**src/rtl/button_conditioner_pkg.sv**
```systemverilog
// Shared constants and helpers for the calculator front-end button conditioner.
package calc_pkg;

    localparam int unsigned N_BTN    = 9;
    localparam int unsigned BTN_ADD  = 4;
    localparam int unsigned BTN_SUB  = 5;
    localparam int unsigned BTN_MUL  = 6;
    localparam int unsigned BTN_DIV  = 7;
    localparam int unsigned BTN_SHOW = 8;

    localparam int unsigned TICK_DIV_DEF           = 100000;
    localparam int unsigned DEBOUNCE_TICKS_DEF     = 10;
    localparam int unsigned REPEAT_DELAY_TICKS_DEF = 500;
    localparam int unsigned REPEAT_RATE_TICKS_DEF  = 150;
    localparam logic [N_BTN-1:0] REPEAT_MASK_DEF   = 9'h00F;

    typedef logic [N_BTN-1:0] btn_vec_t;

    // Bits needed to hold 0..n-1, never less than one.
    function automatic int unsigned cnt_width(input int unsigned n);
        return (n <= 1) ? 1 : $clog2(n);
    endfunction

endpackage

```
**src/rtl/button_conditioner_if.sv**
```systemverilog
// Button conditioner bus: raw pushbuttons in; debounced levels, press pulses and
// the shared debounce timebase out.
interface button_conditioner_if;
    import calc_pkg::*;

    btn_vec_t buttons_raw;
    btn_vec_t btn_level;
    btn_vec_t btn_pulse;
    logic     tick;

    modport master (output buttons_raw, input btn_level, input btn_pulse, input tick);
    modport slave  (input buttons_raw, output btn_level, output btn_pulse, output tick);

endinterface

```
**src/rtl/btn_debounce_cell.sv**
```systemverilog
// One pushbutton: 2-flop synchronizer, tick-based debounce, press edge pulse and
// optional auto-repeat.
module btn_debounce_cell
    import calc_pkg::*;
#(
    parameter int unsigned DEBOUNCE_TICKS     = DEBOUNCE_TICKS_DEF,
    parameter int unsigned REPEAT_DELAY_TICKS = REPEAT_DELAY_TICKS_DEF,
    parameter int unsigned REPEAT_RATE_TICKS  = REPEAT_RATE_TICKS_DEF,
    parameter bit          REPEAT_EN          = 1'b0
) (
    input  logic clk,
    input  logic reset,
    input  logic raw,
    input  logic tick,
    output logic level,
    output logic pulse
);

    localparam int unsigned DW   = cnt_width(DEBOUNCE_TICKS);
    localparam int unsigned RMAX = (REPEAT_DELAY_TICKS > REPEAT_RATE_TICKS) ?
                                   REPEAT_DELAY_TICKS : REPEAT_RATE_TICKS;
    localparam int unsigned RW   = cnt_width(RMAX);

    localparam logic [DW-1:0] DEB_LAST   = DW'(DEBOUNCE_TICKS - 1);
    localparam logic [RW-1:0] DELAY_LAST = RW'(REPEAT_DELAY_TICKS - 1);
    localparam logic [RW-1:0] RATE_LAST  = RW'(REPEAT_RATE_TICKS - 1);

    logic          sync1_q, sync2_q;
    logic          level_q, level_d;
    logic          pulse_q, pulse_d;
    logic          first_q, first_d;
    logic [DW-1:0] deb_q, deb_d;
    logic [RW-1:0] rep_q, rep_d;
    logic          rep_fire;

    always_comb begin
        level_d = level_q;
        deb_d   = deb_q;
        if (sync2_q == level_q) begin
            deb_d = '0;
        end else if (tick) begin
            if (deb_q == DEB_LAST) begin
                level_d = sync2_q;
                deb_d   = '0;
            end else begin
                deb_d = deb_q + DW'(1);
            end
        end
    end

    // first_q selects between the initial hold delay and the steady repeat rate.
    always_comb begin
        rep_d    = rep_q;
        first_d  = first_q;
        rep_fire = 1'b0;
        if (!REPEAT_EN || !level_q) begin
            rep_d   = '0;
            first_d = 1'b0;
        end else if (tick) begin
            if (rep_q == (first_q ? RATE_LAST : DELAY_LAST)) begin
                rep_fire = 1'b1;
                rep_d    = '0;
                first_d  = 1'b1;
            end else begin
                rep_d = rep_q + RW'(1);
            end
        end
        pulse_d = (level_d & ~level_q) | (rep_fire & level_d);
    end

    always_ff @(posedge clk or posedge reset) begin
        if (reset) begin
            sync1_q <= 1'b0;
            sync2_q <= 1'b0;
            level_q <= 1'b0;
            pulse_q <= 1'b0;
            first_q <= 1'b0;
            deb_q   <= '0;
            rep_q   <= '0;
        end else begin
            sync1_q <= raw;
            sync2_q <= sync1_q;
            level_q <= level_d;
            pulse_q <= pulse_d;
            first_q <= first_d;
            deb_q   <= deb_d;
            rep_q   <= rep_d;
        end
    end

    assign level = level_q;
    assign pulse = pulse_q;

endmodule

```
**src/rtl/button_conditioner.sv**
```systemverilog
// Calculator keypad front end: shared tick prescaler feeding one debounce cell
// per button.
module button_conditioner
    import calc_pkg::*;
#(
    parameter int unsigned      TICK_DIV           = TICK_DIV_DEF,
    parameter int unsigned      DEBOUNCE_TICKS     = DEBOUNCE_TICKS_DEF,
    parameter int unsigned      REPEAT_DELAY_TICKS = REPEAT_DELAY_TICKS_DEF,
    parameter int unsigned      REPEAT_RATE_TICKS  = REPEAT_RATE_TICKS_DEF,
    parameter logic [N_BTN-1:0] REPEAT_MASK        = REPEAT_MASK_DEF
) (
    input logic                 clk,
    input logic                 reset,
    button_conditioner_if.slave bus
);

    localparam int unsigned   PW       = cnt_width(TICK_DIV);
    localparam logic [PW-1:0] PRE_LAST = PW'(TICK_DIV - 1);

    logic [PW-1:0] pre_q;
    logic          tick_q;
    btn_vec_t      level;
    btn_vec_t      pulse;

    // Registered strobe so the first tick lands TICK_DIV cycles after reset.
    always_ff @(posedge clk or posedge reset) begin
        if (reset) begin
            pre_q  <= '0;
            tick_q <= 1'b0;
        end else begin
            tick_q <= (pre_q == PRE_LAST);
            pre_q  <= (pre_q == PRE_LAST) ? '0 : pre_q + PW'(1);
        end
    end

    for (genvar i = 0; i < N_BTN; i++) begin : g_cell
        btn_debounce_cell #(
            .DEBOUNCE_TICKS     (DEBOUNCE_TICKS),
            .REPEAT_DELAY_TICKS (REPEAT_DELAY_TICKS),
            .REPEAT_RATE_TICKS  (REPEAT_RATE_TICKS),
            .REPEAT_EN          (REPEAT_MASK[i])
        ) u_cell (
            .clk   (clk),
            .reset (reset),
            .raw   (bus.buttons_raw[i]),
            .tick  (tick_q),
            .level (level[i]),
            .pulse (pulse[i])
        );
    end

    assign bus.btn_level = level;
    assign bus.btn_pulse = pulse;
    assign bus.tick      = tick_q;

endmodule

```
**src/flat_wrapper.sv**
```systemverilog
// flat-port wrapper written by rule: the top's interface ports become plain ports
module button_conditioner_flat import calc_pkg::*;
#(
    parameter int unsigned      TICK_DIV           = TICK_DIV_DEF,
    parameter int unsigned      DEBOUNCE_TICKS     = DEBOUNCE_TICKS_DEF,
    parameter int unsigned      REPEAT_DELAY_TICKS = REPEAT_DELAY_TICKS_DEF,
    parameter int unsigned      REPEAT_RATE_TICKS  = REPEAT_RATE_TICKS_DEF,
    parameter logic [N_BTN-1:0] REPEAT_MASK        = REPEAT_MASK_DEF
)
  (clk, reset, bus_buttons_raw, bus_btn_level, bus_btn_pulse, bus_tick);
  button_conditioner_if bus_i ();
  input logic clk;
  input logic reset;
  input wire logic [$bits(bus_i.buttons_raw)-1:0] bus_buttons_raw;
  output wire logic [$bits(bus_i.btn_level)-1:0] bus_btn_level;
  output wire logic [$bits(bus_i.btn_pulse)-1:0] bus_btn_pulse;
  output wire logic [$bits(bus_i.tick)-1:0] bus_tick;
  assign bus_i.buttons_raw = bus_buttons_raw;
  assign bus_btn_level = bus_i.btn_level;
  assign bus_btn_pulse = bus_i.btn_pulse;
  assign bus_tick = bus_i.tick;
  button_conditioner #(.TICK_DIV(TICK_DIV), .DEBOUNCE_TICKS(DEBOUNCE_TICKS), .REPEAT_DELAY_TICKS(REPEAT_DELAY_TICKS), .REPEAT_RATE_TICKS(REPEAT_RATE_TICKS), .REPEAT_MASK(REPEAT_MASK)) u_core (.clk(clk), .reset(reset), .bus(bus_i));
endmodule
```
**config.mk**
```make
export PLATFORM = sky130hd
export DESIGN_NAME = button_conditioner_flat
export DESIGN_NICKNAME = d
export VERILOG_FILES = /design/src/rtl/button_conditioner_pkg.sv /design/src/rtl/button_conditioner_if.sv /design/src/rtl/btn_debounce_cell.sv /design/src/rtl/button_conditioner.sv /design/src/flat_wrapper.sv
export SDC_FILE = /design/constraint.sdc
export NUM_CORES = 1
export LEC_CHECK = 0
export CAP_MARGIN = 20
export CORE_MARGIN = 4
export CORE_UTILIZATION = 50
export CTS_CLUSTER_SIZE = 28
export DETAILED_ROUTE_END_ITERATION = 10
export HOLD_SLACK_MARGIN = 0.03
export PLACE_DENSITY = 0.68
export SYNTH_ARGS = -nofsm -noshare
export SYNTH_HDL_FRONTEND = slang
export SYNTH_SLANG_ARGS = --single-unit
```
**constraint.sdc**
```tcl
create_clock -name clk -period 6 [get_ports clk]
set_input_delay 1.2 -clock clk [delete_from_list [all_inputs] [get_ports clk]]
set_output_delay 1.2 -clock clk [all_outputs]
set_load 0.005 [all_outputs]
```
==> out/results.md <==
| Metric | This run |
|:---|:---|
| Later-pin clock latency in the skew report | 0.41 ns |
| CP Max Fanout | 45 |
| Result of the run | complete, no violations |
| Post-layout instance count excluding filler cells | 795 |
| Clock root buffer | sky130_fd_sc_hd__clkbuf_16 |
| Initial DRC Count | 286 |
| Mean Syn Cell Area | 10.6 um^2 |
| Setup TNS | 0 ns |
| Tmin final | 3.00 ns |
| Count of mapped cells out of synthesis | 596 |
| Cell-by-cell listing of the critical path | buf_4, clkdlybuf4s50_1 |
| Primary flip-flop cell chosen by synthesis mapping | sky130_fd_sc_hd__dfrtp_1 |
| Via count normalized by instance count | 5.51 |
| Drt pass-1 iters | 6 |
| Yosys top cell area share | 0.517 |
| GRT Overall Usage | 0.167 |
| Die outline width | 120 um |
| Post-route antenna net violation count | 0 |
| WL final | 11.3 mm |
| Initial standard-cell utilization of the core | 0.518 |
| Number of diodes | 0 |
| DRC violations left | 0 |
| Top Family by Delay on Critical Path | buffers and inverters |
| Least-Margin Pin Slew | 0.943 ns |
| Combinational share of power | 0.016 |
| Number of clock sinks | 130 |
| Post-synthesis instance area | 0.00630 mm^2 |
| Portion of the clock cycle consumed by the worst path in the final layout | 0.500 |
| Routability congestion estimate from global placement | 0.796 |
| Num CTS Buffers | 17 |
| Overall die height | 120 um |
| Yosys Warn Count | 0 |
| Data arrival time of the worst path | 1.80 ns |
| Maximum achievable frequency | 0.333 GHz |
| Slowest cell delay on critical path | 0.61 ns |
| Commonest cells post-synth | sky130_fd_sc_hd__dfrtp_1 (130), sky130_fd_sc_hd__nand2_1 (68), sky130_fd_sc_hd__nor2_1 (45) |
| Part of the total power dissipated in the clock network | 0.520 |
| Max capacitance violation total | 0 |
| Clock slew at the register clock pins of the worst setup and hold paths | 0.05 ns |
| Final setup margin | 3.00 ns |
| Setup repair bufs after CTS | 0 |
| Setup repair after global routing missed its margin | false |
| Portion of the post-synthesis area used by sequential elements | 0.517 |
| Crit path max-delay cell type | sky130_fd_sc_hd__clkdlybuf4s50_1 |
| Final Net Count | 651 |
| Largest cells by area after synthesis | sky130_fd_sc_hd__dfrtp_1 (52%), sky130_fd_sc_hd__ha_1 (4.6%), sky130_fd_sc_hd__nand2_1 (4.1%) |
| Layout overhead on the synthesized area | 14.1% |
| Cell with the most instances after synthesis | sky130_fd_sc_hd__dfrtp_1 |
| Setup violators final | 0 |
| Count of input and output buffers | 29 |
| Wirelength per Cell | 14.2 um |
| Portion of total power attributed to sequential cells | 0.464 |
| Placed inst area | 0.00662 mm^2 |
| First-pass GRT wire length | 19.7 mm |
| P_leak | 2.98 nW |
| HPWL Detailed | 7.23 mm |
| Number of max-slew violations in the final report | 0 |
| Required @ worst endpoint | 4.80 ns |
| Switching power share of the total | 0.195 |
| Number of antenna violations at the first check in global routing | 0 |
| Switching component of the power | 372 uW |
| Number of global-route vias before repair | 4339 |
| TritonCTS clock tree | done |
| Post_cts resized | 0 |
| Clock Path Buffers | 2 |
| Number of filler cells placed in the layout | 1007 |
| Critical path endpoint category | output port |
| Dominant cell type by area after synthesis | sky130_fd_sc_hd__dfrtp_1 |
| Post-Layout Inst Area | 0.00719 mm^2 |
| Worst hold slack | 0.345 ns |
| GR Overflow Total | 0 |
| Flip-flop and latch area | 0.00325 mm^2 |
| Fin. Hold Viols | 0 |
| EDFF count, synth | 0 |
| Final standard cell utilization of the core | 0.591 |
| Area of the multi-input gates | 0.00275 mm^2 |
| Buf/Inv on CP | 2 |
| Via Count | 4381 |
| Number of cells after detailed placement | 766 |
| Kind of path behind the tightest hold check | reg -> reg |
| Slew HR | 0.371 |
| Die Footprint | 0.0145 mm^2 |
| Number of distinct standard cells referenced by the synthesized netlist | 51 |
| Clock skew after layout | 0.00594 ns |
| CP startpoint kind | flip-flop |
| Largest net degree at the start of global routing | 80 |
| Fraction of registers with async set or reset after synthesis | 1.00 |
| Count of standard-cell rows | 40 |
| Number of nets produced by synthesis | 630 |
| Crit Path Category | reg -> out |
| Power density relative to cell area | 266 mW/mm^2 |
| Largest voltage drop on the vdd net | 0.228 mV |
| Placeable core area | 0.0122 mm^2 |
| Number of H-tree levels | 4 |
| Total Power Consumption | 1.91 mW |
| Synthesized flop and latch total | 130 |
| Number of top-level pins | 30 |
| Share of layout cells above drive strength 1 | 0.0813 |
| DP Worst Slack | 2.87 ns |
| Internal Power | 1.54 mW |
| Cts-stage hold buffer count | 0 |
-- path summary, 6_finish.rpt --
check / start / end / slack [ns] / depth (start not counted)
worst max-delay path: u_core.bus.tick / bus_tick / 3.00 / 2
worst min-delay path: u_core.g_cell[8].u_cell.sync1_q / u_core.g_cell[8].u_cell.sync2_q / 0.35 / 0
worst max register to register: u_core.bus.tick / u_core.g_cell[3].u_cell.pulse / 3.69 / 5
worst min register to register: u_core.g_cell[8].u_cell.sync1_q / u_core.g_cell[8].u_cell.sync2_q / 0.35 / 0
max in group asynchronous: reset / u_core.g_cell[7].u_cell.deb_q[1] / 3.42 / 3
min in group asynchronous: reset / u_core.g_cell[2].u_cell.deb_q[0] / 1.36 / 2
-- placed cells by master, fill, tap and decap left out, drive strengths merged, types with 14 or more instances in the layout --
cell type      netlist  routed
nand2               68      68
nand3               15      15
clkdlybuf4s50        0      29
nor2                45      45
xnor2               23      23
xor2                26      26
nor3                15      15
inv                 24      24
ha                  23      23
dfrtp              130     130
o211ai              14      14
a21oi               25      25
o31ai               14      14
o21ai               28      28
clkbuf               4      24
-- worst reg2reg max path, stage by stage (launching register included) --
cell and delay (ns):
sky130_fd_sc_hd__dfrtp_1 0.32, sky130_fd_sc_hd__buf_4 0.45, sky130_fd_sc_hd__inv_2 0.49, sky130_fd_sc_hd__or3_1 0.52, sky130_fd_sc_hd__mux2_2 0.29, sky130_fd_sc_hd__and2_1 0.15
-- kinds of logic after synthesis --
family                     count (synthesis)  share of synthesized area
adders and majority gates                 23                     0.0457
DFF                                      130                      0.517
AOI/OAI and AO/OA                        109                      0.115
buffers and inverters                     54                     0.0463
and+or+nand+nor                          220                      0.189
muxes                                     11                     0.0193
xor gates and xnor gates                  49                     0.0681
-- power groups by stage --
stage          Combinational (mW)  Clock [mW]  Sequential, mW
2_1_floorplan              0.0185           0           0.901
6_report                   0.0305       0.994           0.887
3_5_place_dp               0.0321           0           0.902
5_1_grt                    0.0356        1.06           0.887
3_3_place_gp               0.0313           0           0.902
4_1_cts                    0.0323        1.02           0.887
-- sequential cells by signal, indices dropped and copies added (netlist names) --
| signal | count |
|---|---|
| u_core.g_cell.u_cell.deb_q | 36 |
| u_core.g_cell.u_cell.rep_q | 36 |
| u_core.pre_q | 17 |
| u_core.g_cell.u_cell.level | 9 |
| u_core.g_cell.u_cell.pulse | 9 |
| u_core.g_cell.u_cell.sync1_q | 9 |
| u_core.g_cell.u_cell.sync2_q | 9 |
| u_core.g_cell.u_cell.first_q | 4 |
| u_core.bus.tick | 1 |
-- layout make-up --
cell class / instances / area share
tap: 168 / 0.0292
sequential: 130 / 0.453
multi-input combinational: 412 / 0.383
timing repair buffer: 31 / 0.0425
clock inverter: 5 / 0.0108
inverter: 25 / 0.0134
clock buffer: 24 / 0.0684
-- layer usage --
layer / vias to the layer above / global-route usage / wire length [um]
li1: 2126 / - / -
met1: 2158 / 0.220 / 5300
met2: 86 / 0.263 / 5360
met3: 11 / 0.0491 / 478
met4: 0 / 0.0644 / 112
met5: - / 0 / 0
No activity file was read; power rests on OpenSTA's default activity.
